[src/rtl/nibble_packer_pkg.sv]
// Shared defaults and types for the nibble packer and its output word FIFO.
package nibble_pkg;

  localparam int NIB_W_DEF    = 4;
  localparam int NIBS_DEF     = 4;
  localparam int W_DEF        = NIB_W_DEF * NIBS_DEF;
  localparam int CNT_BITS_DEF = $clog2(NIBS_DEF + 1);

  typedef enum logic [0:0] {
    ACC_EMPTY,
    ACC_PART
  } acc_state_e;

  typedef struct packed {
    logic [W_DEF-1:0]        word;
    logic [CNT_BITS_DEF-1:0] cnt;
  } nib_word_t;

endpackage

[src/rtl/nibble_packer_fifo.sv]
// Small synchronous word FIFO; head entry is shown combinationally and reads as zero when empty.
module nibble_packer_fifo
  import nibble_pkg::*;
#(
  parameter int  DEPTH   = 2,
  parameter type entry_t = nib_word_t,
  localparam int PTR_W   = (DEPTH > 1) ? $clog2(DEPTH) : 1,
  localparam int CNT_W   = $clog2(DEPTH + 1)
) (
  input  logic             clk_i,
  input  logic             rst_ni,
  input  logic             push_i,
  input  entry_t           data_i,
  input  logic             pop_i,
  output entry_t           data_o,
  output logic [CNT_W-1:0] count_o
);

  entry_t           mem_q [DEPTH];
  logic [PTR_W-1:0] rd_ptr_q;
  logic [PTR_W-1:0] wr_ptr_q;
  logic [CNT_W-1:0] count_q;
  logic             do_push;
  logic             do_pop;

  function automatic logic [PTR_W-1:0] ptr_inc(input logic [PTR_W-1:0] p);
    return (p == PTR_W'(DEPTH - 1)) ? '0 : p + PTR_W'(1);
  endfunction

  // Guard both sides so a stray request can never corrupt the count.
  assign do_push = push_i && (count_q != CNT_W'(DEPTH));
  assign do_pop  = pop_i && (count_q != '0);

  always_ff @(posedge clk_i or negedge rst_ni) begin
    if (!rst_ni) begin
      for (int i = 0; i < DEPTH; i++) begin
        mem_q[i] <= '0;
      end
      rd_ptr_q <= '0;
      wr_ptr_q <= '0;
      count_q  <= '0;
    end else begin
      if (do_push) begin
        mem_q[wr_ptr_q] <= data_i;
        wr_ptr_q        <= ptr_inc(wr_ptr_q);
      end
      if (do_pop) begin
        rd_ptr_q <= ptr_inc(rd_ptr_q);
      end
      case ({do_push, do_pop})
        2'b10:   count_q <= count_q + CNT_W'(1);
        2'b01:   count_q <= count_q - CNT_W'(1);
        default: count_q <= count_q;
      endcase
    end
  end

  assign data_o  = (count_q == '0) ? '0 : mem_q[rd_ptr_q];
  assign count_o = count_q;

endmodule

[src/rtl/nibble_packer.sv]
// Packs a nibble stream into LSB-first words and queues them for a valid/ready sink.
module nibble_packer
  import nibble_pkg::*;
#(
  parameter int  NIB_W      = NIB_W_DEF,
  parameter int  NIBS       = NIBS_DEF,
  parameter int  FIFO_DEPTH = 2,
  parameter int  CNT_W      = 16,
  localparam int W          = NIB_W * NIBS,
  localparam int CNT_BITS   = $clog2(NIBS + 1)
) (
  input  logic                clk_i,
  input  logic                rst_ni,
  input  logic                in_valid_i,
  output logic                in_ready_o,
  input  logic [NIB_W-1:0]    in_nib_i,
  input  logic                in_last_i,
  output logic                out_valid_o,
  input  logic                out_ready_i,
  output logic [W-1:0]        out_word_o,
  output logic [CNT_BITS-1:0] out_cnt_o,
  output logic [CNT_W-1:0]    words_sent_o
);

  localparam int IDX_W  = (NIBS > 1) ? $clog2(NIBS) : 1;
  localparam int FCNT_W = $clog2(FIFO_DEPTH + 1);

  typedef struct packed {
    logic [W-1:0]        word;
    logic [CNT_BITS-1:0] cnt;
  } word_t;

  acc_state_e          state_q;
  logic [IDX_W-1:0]    idx_q;
  logic [IDX_W-1:0]    wr_idx;
  logic [W-1:0]        acc_q;
  logic [W-1:0]        acc_wr;
  logic [CNT_W-1:0]    words_sent_q;
  logic [CNT_W-1:0]    words_sent_d;
  logic [FCNT_W-1:0]   fifo_count;
  logic                in_fire;
  logic                out_fire;
  logic                word_done;
  word_t               push_word;
  word_t               head_word;

  assign in_ready_o = (fifo_count < FCNT_W'(FIFO_DEPTH));
  assign in_fire    = in_valid_i && in_ready_o;
  assign out_valid_o = (fifo_count != '0);
  assign out_fire   = out_valid_o && out_ready_i;

  // Everything written here is only consumed on in_fire, so idle X on in_nib/in_last stays contained.
  always_comb begin
    wr_idx         = (state_q == ACC_EMPTY) ? '0 : idx_q;
    acc_wr         = acc_q;
    acc_wr[wr_idx*NIB_W +: NIB_W] = in_nib_i;
    word_done      = in_fire && (in_last_i || (wr_idx == IDX_W'(NIBS - 1)));
    push_word.word = acc_wr;
    push_word.cnt  = CNT_BITS'(wr_idx) + CNT_BITS'(1);
  end

  always_ff @(posedge clk_i or negedge rst_ni) begin
    if (!rst_ni) begin
      state_q <= ACC_EMPTY;
      idx_q   <= '0;
      acc_q   <= '0;
    end else if (in_fire) begin
      if (word_done) begin
        state_q <= ACC_EMPTY;
        idx_q   <= '0;
        acc_q   <= '0;
      end else begin
        case (state_q)
          ACC_EMPTY: idx_q <= IDX_W'(1);
          default:   idx_q <= idx_q + IDX_W'(1);
        endcase
        state_q <= ACC_PART;
        acc_q   <= acc_wr;
      end
    end
  end

  assign words_sent_d = out_fire ? words_sent_q + CNT_W'(1) : words_sent_q;

  always_ff @(posedge clk_i or negedge rst_ni) begin
    if (!rst_ni) begin
      words_sent_q <= '0;
    end else begin
      words_sent_q <= words_sent_d;
    end
  end

  nibble_packer_fifo #(
    .DEPTH   (FIFO_DEPTH),
    .entry_t (word_t)
  ) u_fifo (
    .clk_i   (clk_i),
    .rst_ni  (rst_ni),
    .push_i  (word_done),
    .data_i  (push_word),
    .pop_i   (out_fire),
    .data_o  (head_word),
    .count_o (fifo_count)
  );

  assign out_word_o   = head_word.word;
  assign out_cnt_o    = head_word.cnt;
  assign words_sent_o = words_sent_q;

endmodule

[config.mk]
export PLATFORM = sky130hd
export DESIGN_NAME = nibble_packer
export DESIGN_NICKNAME = d
export VERILOG_FILES = /design/src/rtl/nibble_packer_pkg.sv /design/src/rtl/nibble_packer_fifo.sv /design/src/rtl/nibble_packer.sv
export SDC_FILE = /design/constraint.sdc
export NUM_CORES = 1
export LEC_CHECK = 0
export ABC_AREA = 1
export CAP_MARGIN = 10
export CORE_ASPECT_RATIO = 1.25
export CORE_MARGIN = 2
export CORE_UTILIZATION = 40
export DETAILED_ROUTE_END_ITERATION = 10
export GPL_ROUTABILITY_DRIVEN = 0
export SYNTH_ARGS = -nofsm -noshare
export SYNTH_HDL_FRONTEND = slang
export SYNTH_HIERARCHICAL = 1
export SYNTH_SLANG_ARGS = --single-unit
[constraint.sdc]
create_clock -name clk_i -period 2.39 [get_ports clk_i]
set_input_delay 0.478 -clock clk_i [delete_from_list [all_inputs] [get_ports clk_i]]
set_output_delay 0.478 -clock clk_i [all_outputs]
set_load 0.01 [all_outputs]
==> results of run 1 <==
==> power by group <==
group | internal [mW] | switching [mW]
registers | 1.64 | 0.257
logic | 0.790 | 1.19
clock network | 1.02 | 0.526
total | 3.45 | 1.98
==> cell usage in the layout (no fill, tap or decap), types with 6 or more instances in the layout <==
cell type	netlist	routed
a21oi_1	19	19
buf_4	1	12
clkbuf_16	0	9
clkdlybuf4s50_1	0	43
dfrtp_1	77	76
ha_1	8	8
inv_1	41	41
inv_2	6	6
nand2_1	192	192
nand3_1	13	13
nand4_1	45	45
nor2_1	8	7
o21ai_0	9	9
o22ai_1	18	18
xnor2_1	6	6
==> critical path: stages, from the launching register on <==
cell	delay, ns
dfrtp_1	0.40
inv_1	0.07
buf_6	0.19
nand2_1	0.07
a21oi_1	0.19
clkdlybuf4s50_1	0.58
==> area by class of cell <==
class	instances	area (µm²)
fillers	909	4752
clock buffers	10	229.0
flip-flops and latches	77	1928
clock inverters	6	111.4
multi-input cells	341	1720
well taps	126	157.7
inverters	47	176.4
repair buffers	59	584.3
==> synthesized netlist by cell type (all sizes together) <==
| master | instances |
|---|---|
| nand2 | 198 |
| dfrtp | 77 |
| inv | 47 |
| nand4 | 45 |
| buf | 20 |
| a21oi | 19 |
| o22ai | 18 |
| nand3 | 15 |
| nor2 | 14 |
| o21ai | 13 |
| ha | 8 |
| xnor2 | 6 |
| clkbuf | 4 |
| xor2 | 4 |
| nand3b | 1 |
==> cell families (layout without fill, tap and decap cells) <==
family	Yosys count	in the layout	synth area share (%)
XOR/XNOR	10	10	2.206
AO/OA/AOI/OAI	50	50	6.870
AND/OR/NAND/NOR	273	273	31.67
flip-flops	77	77	48.53
adder cells (fa/ha/maj)	8	8	2.521
buffers and inverters	71	122	8.194
==> stage by stage <==
stage / instance area [µm²] / instances
after floorplan: 3970 / 489
after global placement: 4559 / 650
after detailed placement: 4559 / 650
after CTS: 4900 / 666
after global routing: 4907 / 666
final: 4907 / 666
==> metal layers <==
layer,part of all wire (%),GRT usage [%],routed length (µm),vias to the layer above
met1,45,23.66,4154,1584
met2,49,31.26,4506,63
met3,3.9,4.128,356,11
met5,0,0,0,-
li1,-,-,-,1681
met4,1.6,5.686,148,0
==> worst max path at each step <==
stage	from	endpoint	slack, ns	depth (start not counted)
3_3_place_gp	in_valid_i	u_fifo/count_o[1]	0.33	9
5_1_grt	u_fifo/rd_ptr_q	out_word_o[5]	0.007	5
3_5_place_dp	in_valid_i	u_fifo/count_o[1]	0.27	9
4_1_cts	u_fifo/rd_ptr_q	out_word_o[5]	0.007	5
2_1_floorplan	state_q	u_fifo/count_o[1]	0.35	13
6_report	u_fifo/rd_ptr_q	out_word_o[5]	0.06	5
==> registers in the layout (all words and copies together) (netlist names) <==
register / flops
u_fifo/mem_q: 38
state_q: 1
words_sent_o: 16
u_fifo/rd_ptr_q: 1
u_fifo/wr_ptr_q: 1
idx_q: 2
u_fifo/count_o: 2
acc_q: 16
==> key figures, run 1 <==
Power and ir drop
  • Pwr Total: 5.423 mW
  • Max IR drop VDD: 0.0004467 V
  • Leakage: 2.406 nW
  • Pwr dens: 1105 nW/µm²

Final layout
  • Util after Layout: 50.80%
  • Layout cells sized above 1: 9.630%
  • Area grow syn2layout: 23.61%
  • Final Net Count: 552
  • Ant. Diodes: 0

Timing
  • Final setup margin: 0.06350 ns
  • Final TNS setup: 0 ns
  • Slew Viols, Final: 0
  • Min cycle time layout: 2.326 ns
  • Final hold slack: 0.1057 ns
  • Worst Tran Pin Value: 0.4965 ns
  • Fmax: 0.4298 GHz
  • Final Skew: 0.007013 ns
  • Final Setup Violations: 0
  • Period Utilization, post-route: 97.34%
  • Final Hold Fails: 0
  • Max-slew headroom: 66.90%
  • RSZ-0062 raised after global routing: no

Floorplanning
  • Total core area: 9659 µm²
  • Ports: 46
  • Initial core utilization: 41.10%
  • Rows: 40
  • Die height: 115.4 µm
  • Chip width: 93.11 µm
  • DIE AREA: 10740 µm²

Clock network
  • Cts repair resizes: 0
  • Worst skew pair latency: 0.34 ns
  • Clk root buf: clkbuf_16
  • CTS sink cnt: 77
  • Max Root-Sink Buffers: 2
  • H-tree depth: 3
  • TritonCTS buffer count: 9
  • Clock-pin slew on the worst setup and hold paths: 0.06 ns
  • Post-CTS Setup Inserts: 0
  • Cts hold-fix bufs: 0
  • TritonCTS clock tree: built

Global routing
  • Grt total ovfl: 0
  • Initial antenna violation count: 0
  • Vias in the first global route: 3209
  • Largest net degree at the start of global routing: 42
  • Gr usage total: 18.45%
  • Global-route wire length before repair: 15550 µm

Setup path
  • Worst Path Arrival: 1.85 ns
  • CP required: 1.91 ns
  • Worst reg2reg path startpoint: state_q
  • Cells on worst reg2reg path: 11
  • Critical Path End Type: output pin
  • Startpoint Class: flop
  • Critical path type: flop to output pin
  • Flop-to-flop setup slack: 0.29 ns
  • Critical R2R Capture: u_fifo/count_o[1]
  • Max Fanout on Critical Path: 20

Routing
  • Total Wirelength: 9164 µm
  • Vias: 3339
  • Wire per inst: 13.76 µm
  • Drt first pass iters: 4
  • Routed Antenna Nets: 0
  • DRC Markers: 0
  • Vias per cell: 5.014
  • DR iter-0 viols: 182

Synthesis
  • Register area share after synthesis: 48.53%
  • Ys Warns: 6
  • FF+latch count, synth: 77
  • Syn Inst Count: 489
  • Syn Area/Cell: 8.119 µm²
  • Synth top area share: 48.53%
  • Mapped Area: 3970 µm²
  • Post-synth cell types: 25
  • Synthesized Nets: 506
  • Cell taking the most area after synthesis: dfrtp_1
  • Synth top area cells: dfrtp_1 (49%), nand2_1 (18%), nand4_1 (7.1%)

Min path
  • Hold Path Class: input pin to asynchronous set/reset pin

Place
  • Placement Setup Slack: 0.2748 ns
  • HPWL Detailed: 6707 µm
  • IO buf count: 45

Run status
  • Status: completed

Flow run
  • Max-capacitance violation count: 0
(Power assumes the default switching activity.)
==> inputs of run 2 (changes only) <==
DONT_BUFFER_PORTS = 1   (was default)
==> run 2 against run 1 <==
Effect of this change: global-route usage grew 0.18 points; die area is the same; sequential power is essentially flat; clock skew shrank 0.00069 ns; total power shrank 12%; register-to-register slack lost 0.07 ns; via count shrank 3.6%; count of clock-buffer cells in the layout grew 3; critical path type is now flop to flop; critical endpoint is now u_fifo/mem_q[19]; largest cell class unchanged.
==> key figures, run 2 (synthesis results as in run 1) <==
Routing
  • Vias per cell: 5.226 (+4.2%)
  • Routed Antenna Nets: 0 (unchanged)
  • Vias: 3219 (-3.6%)
  • Total Wirelength: 9406 µm (+2.6%)
  • DR iter-0 viols: 239 (+31%)
  • Drt first pass iters: 4 (unchanged)
  • DRC Markers: 0 (unchanged)
  • Wire per inst: 15.27 µm (+11%)

Power and ir drop
  • Leakage: 2.172 nW (-9.7%)
  • Max IR drop VDD: 0.0004297 V (-3.8%)
  • Pwr dens: 1094 nW/µm² (-0.98%)

Clock network
  • H-tree depth: 3 (unchanged)
  • Clock-pin slew on the worst setup and hold paths: 0.06 ns (about the same)
  • Worst skew pair latency: 0.34 ns (about the same)
  • TritonCTS buffer count: 9 (unchanged)
  • TritonCTS clock tree: built
  • Post-CTS Setup Inserts: 0 (unchanged)
  • Clk root buf: clkbuf_16
  • CTS sink cnt: 77 (unchanged)
  • Max Root-Sink Buffers: 2 (unchanged)
  • Cts hold-fix bufs: 1 (+1)
  • Cts repair resizes: 0 (unchanged)

Flow run
  • Max-capacitance violation count: 0 (unchanged)

Global routing
  • Vias in the first global route: 3153 (-1.7%)
  • Gr usage total: 18.63% (+0.18 points)
  • Global-route wire length before repair: 15540 µm (about the same)
  • Largest net degree at the start of global routing: 78 (+86%)
  • Initial antenna violation count: 0 (unchanged)
  • Grt total ovfl: 0 (unchanged)

Setup path
  • Critical Path Slowest Stage Cell: dfrtp_1
  • Worst Path Arrival: 2.38 ns (+0.53 ns)
  • Flop-to-flop setup slack: 0.22 ns (-0.07 ns)
  • Delay-heaviest family, CP: buffers and inverters
  • Cell Chain, Critical Path: nand2_2, inv_2, ha_1, nor2_1, nor2_2, buf_4, nand3_1, buf_4, nand2_1, nand2_1
  • Startpoint Class: flop
  • Critical path type: flop to flop
  • Critical Path End Type: flop
  • CP max stage delay: 0.41 ns (-0.17 ns)
  • Max Fanout on Critical Path: 30 (+50%)
  • Critical path buffer and inverter count: 3 (unchanged)
  • CP required: 2.61 ns (+0.70 ns)
  • CP Depth: 10 (+5)
  • Worst reg2reg path startpoint: state_q
  • Cells on worst reg2reg path: 10 (-1)
  • Critical R2R Capture: u_fifo/mem_q[19]

Place
  • HPWL Detailed: 6642 µm (-0.97%)
  • Placed cell count: 600 (-7.7%)
  • IO buf count: 0 (-100%)
  • Placement Setup Slack: 0.2694 ns (-0.005374 ns)

Timing
  • RSZ-0062 raised after global routing: no
  • Worst Tran Pin Value: 0.3985 ns (-0.09799 ns)
  • Max-slew headroom: 73.41% (+6.5 points)
  • Final Skew: 0.006327 ns (-0.0006860 ns)
  • Final hold slack: 0.02471 ns (-0.08098 ns)
  • Fmax: 0.4619 GHz (+7.4%)
  • Final Setup Violations: 0 (unchanged)
  • Final Hold Fails: 0 (unchanged)
  • Final setup margin: 0.2248 ns (+0.1613 ns)
  • Period Utilization, post-route: 90.59% (-6.7 points)
  • Slew Viols, Final: 0 (unchanged)
  • Final TNS setup: 0 ns (unchanged)
  • Min cycle time layout: 2.165 ns (-0.1613 ns)

Floorplanning
  • Rows: 40 (unchanged)
  • Initial core utilization: 41.10% (unchanged)
  • DIE AREA: 10740 µm² (unchanged)
  • Die height: 115.4 µm (unchanged)
  • Total core area: 9659 µm² (unchanged)
  • Ports: 46 (unchanged)
  • Chip width: 93.11 µm (unchanged)

Final layout
  • Ant. Diodes: 0 (unchanged)
  • Largest Register: u_fifo/mem_q
  • Area grow syn2layout: 9.234%
  • Final Net Count: 503 (-8.9%)
  • Layout cells sized above 1: 8.776% (-0.85 points)
  • Commonest non-fill, non-tap cell in the layout: nand2_1
  • Number of flip-flops in the largest register: 38 (unchanged)
  • Fillcell total: 979 (+7.7%)
  • Post-route insts no fill: 616 (-7.5%)
  • Most frequent cells in the layout: nand2_1 (192), dfrtp_1 (77), nand4_1 (45), inv_1 (41), a21oi_1 (19)

Run status
  • Status: completed

Min path
  • Hold Path Class: input pin to asynchronous set/reset pin
[run 2: cell types whose count changed in the layout (fill, tap and decap cells not counted), moves of 2 or more]
cell | previous run | this run
clkdlybuf4s50_1 | 43 | 0
bufinv_16 | 3 | 0
clkbuf_1 | 1 | 3
buf_4 | 12 | 9
buf_12 | 2 | 0
[run 2: through the flow]
| stage | power (mW) | instance area (µm²) | util (%) |
|---|---|---|---|
| 3_3_place_gp | 3.462 | 4049 | 41.92 |
| 4_1_cts | 4.791 | 4337 | 44.90 |
| 5_1_grt | 5.083 | 4337 | 44.90 |
| 2_1_floorplan | 3.153 | 3970 | - |
| 3_5_place_dp | 3.512 | 4049 | 41.92 |
| 6_report | 4.746 | 4337 | 44.90 |
[run 2: layout make-up]
| cell class | instances | area, µm² | area share, % |
|---|---|---|---|
| clock buffer | 13 | 250.2 | 5.770 |
| tap | 126 | 157.7 | 3.635 |
| multi-input combinational | 341 | 1720 | 39.67 |
| timing repair buffer | 10 | 95.09 | 2.193 |
| sequential | 77 | 1927 | 44.43 |
| clock inverter | 2 | 10.01 | 0.2308 |
| inverter | 47 | 176.4 | 4.068 |
[run 2: worst max-delay path by stage]
stage,start,end,slack (ns)
floorplan,state_q,u_fifo/count_o[1],0.35
global placement,state_q,u_fifo/mem_q[19],0.36
detailed placement,state_q,u_fifo/mem_q[19],0.27
CTS,state_q,u_fifo/mem_q[19],0.25
global route,state_q,u_fifo/mem_q[2],0.02
finish,state_q,u_fifo/mem_q[19],0.22
[run 2: report_power, final]
part	switching (mW)	internal, mW	total [mW]
clock network	0.507	0.723	1.23
registers	0.270	1.63	1.90
logic	1.15	0.457	1.61
total	1.93	2.81	4.75
[run 2: per-layer routing]
| metal | global-route usage, % | part of all wire [%] | vias to the layer above |
|---|---|---|---|
| li1 | - | - | 1586 |
| met1 | 22.42 | 43 | 1546 |
| met2 | 31.30 | 50 | 71 |
| met3 | 5.439 | 4.8 | 16 |
| met4 | 7.745 | 2.2 | 0 |
| met5 | 0 | 0 | - |
==> inputs of run 3 (changes only) <==
REMOVE_ABC_BUFFERS = 1   (was default)
==> run 3 against run 2 <==
Effect of this change: utilization rose by 0.70 points; non-clock buffer count up 2; critical path type is now flop to output pin; sequential power barely moved; count of clock-buffer cells in the layout is the same.
==> key figures, run 3 (synthesis results as in run 1) <==
Timing
  • Period Utilization, post-route: 94.51% (+3.9 points)
  • Final Setup Violations: 0 (unchanged)
  • Min cycle time layout: 2.259 ns (+0.09351 ns)
  • RSZ-0062 raised after global routing: no
  • Worst Tran Pin Value: 0.6953 ns (+0.2968 ns)
  • Final setup margin: 0.1313 ns (-0.09351 ns)
  • Fmax: 0.4427 GHz (-4.1%)
  • Final Hold Fails: 0 (unchanged)
  • Max-slew headroom: 53.60% (-20 points)
  • Final Skew: 0.006088 ns (-0.0002393 ns)
  • Slew Viols, Final: 0 (unchanged)

Clock network
  • Cts repair resizes: 0 (unchanged)
  • Clock-pin slew on the worst setup and hold paths: 0.06 ns (about the same)
  • TritonCTS clock tree: built
  • CTS sink cnt: 77 (unchanged)
  • Worst skew pair latency: 0.33 ns (about the same)
  • Max Root-Sink Buffers: 2 (unchanged)
  • H-tree depth: 3 (unchanged)
  • Clk root buf: clkbuf_16
  • TritonCTS buffer count: 9 (unchanged)

Final layout
  • Storage cell area: 1927 µm² (unchanged)
  • Multi-input logic area: 1720 µm² (unchanged)
  • Area grow syn2layout: 10.94%
  • Final Net Count: 505 (+0.40%)
  • Ant. Diodes: 0 (unchanged)
  • Util after Layout: 45.60% (+0.70 points)
  • Commonest non-fill, non-tap cell in the layout: nand2_1
  • Most frequent cells in the layout: nand2_1 (192), dfrtp_1 (77), nand4_1 (45), inv_1 (41), a21oi_1 (19)
  • Number of flip-flops in the largest register: 38 (unchanged)
  • Fillcell total: 960 (-1.9%)
  • Largest Register: u_fifo/mem_q
  • Layout cells sized above 1: 9.736% (+0.96 points)

Floorplanning
  • Total core area: 9659 µm² (unchanged)
  • Ports: 46 (unchanged)
  • DIE AREA: 10740 µm² (unchanged)
  • Initial core utilization: 41.10% (unchanged)
  • Chip width: 93.11 µm (unchanged)
  • Rows: 40 (unchanged)
  • Die height: 115.4 µm (unchanged)

Run status
  • Status: completed

Setup path
  • Critical path type: flop to output pin
  • CP max stage delay: 0.47 ns (+0.06 ns)
  • Cells on worst reg2reg path: 10 (unchanged)
  • Critical path buffer and inverter count: 2 (-1)
  • CP required: 1.91 ns (-0.70 ns)
  • Startpoint Class: flop
  • Most used cell, CP: buf_4
  • Worst Path Arrival: 1.78 ns (-0.60 ns)
  • Max Fanout on Critical Path: 11 (-63%)
  • Cell Chain, Critical Path: nor2_1, buf_4, a21oi_1, buf_4
  • Critical Path Slowest Stage Cell: dfrtp_1
  • Critical Path End Type: output pin
  • Delay-heaviest family, CP: flip-flops
  • CP Depth: 4 (-6)

Flow run
  • Max-capacitance violation count: 0 (unchanged)

Global routing
  • Largest net degree at the start of global routing: 78 (unchanged)
  • Gr usage total: 18.42% (-0.21 points)
  • Vias in the first global route: 3209 (+1.8%)
  • Grt total ovfl: 0 (unchanged)
  • Global-route wire length before repair: 15410 µm (-0.80%)
  • Initial antenna violation count: 0 (unchanged)

Routing
  • Metal2 WL: 4637 µm (-2.2%)
  • Total Wirelength: 9239 µm (-1.8%)
  • Met3 wire len: 556 µm (+23%)
  • Met1 WL: 3869 µm (-3.3%)
  • Vias per cell: 5.202 (-0.45%)
  • Routed Antenna Nets: 0 (unchanged)
  • Top sig layer: met4
  • Vias: 3220 (+0.031%)
  • Wire per inst: 14.93 µm (-2.3%)
  • Drt first pass iters: 4 (unchanged)
  • DRC Markers: 0 (unchanged)
  • DR iter-0 viols: 213 (-11%)

Power and ir drop
  • Max IR drop VDD: 0.0004847 V (+13%)
  • Pwr dens: 1121 nW/µm² (+2.5%)
  • Leakage: 2.205 nW (+1.5%)

Place
  • Placement Setup Slack: 0.3924 ns (+0.1230 ns)
  • HPWL Detailed: 6411 µm (-3.5%)
  • IO buf count: 0 (unchanged)

Min path
  • Hold Path Class: input pin to asynchronous set/reset pin
run 3: power breakdown:
group	internal [mW]	total (mW)	leakage, nW	switching [mW]
combinational	0.472	1.63	1.02	1.16
clock	0.892	1.41	0.152	0.515
sequential	1.63	1.90	1.03	0.270
run 3: worst paths after layout:
check,startpoint,endpoint,slack (ns)
min,rst_ni,words_sent_o[6],0.04
max reg2reg,state_q,u_fifo/mem_q[37],0.40
min in group clk_i,out_ready_i,words_sent_o[1],0.34
max,u_fifo/count_o[1],out_word_o[12],0.13
min reg2reg,u_fifo/mem_q[24],u_fifo/mem_q[24],0.47
max in group asynchronous,rst_ni,acc_q[0],2.05
run 3: what timing repair did:
action	4_1_cts	5_1_grt
endpoints found under the hold margin	77	0
hold buffers	1	0
setup buffers	0	0
run 3: per-layer routing:
metal,global-route usage [%],up-vias
li1,-,1590
met1,21.52,1546
met2,32.03,68
met3,5.570,16
met4,6.667,0
met5,0,-
run 3: final cells by class:
class	instances	area share, %
Clock inverter	3	0.9659
Sequential cell	77	43.75
Tap cell	126	3.580
Inverter	47	4.006
Clock buffer	13	6.136
Timing Repair Buffer	12	2.500
Multi-Input combinational cell	341	39.06
run 3: through the flow:
stage | hold WS (ns) | cells | total power [mW] | instance area, µm² | TNS [ns]
floorplan | 0.1824 | 465 | 3.005 | 3821 | -31.57
global placement | 0.1844 | 602 | 3.475 | 4064 | 0
detailed placement | 0.1839 | 602 | 3.530 | 4064 | 0
CTS | 0.05063 | 619 | 5.000 | 4404 | 0
global route | 0.06875 | 619 | 5.267 | 4404 | 0
finish | 0.04096 | 619 | 4.938 | 4404 | 0
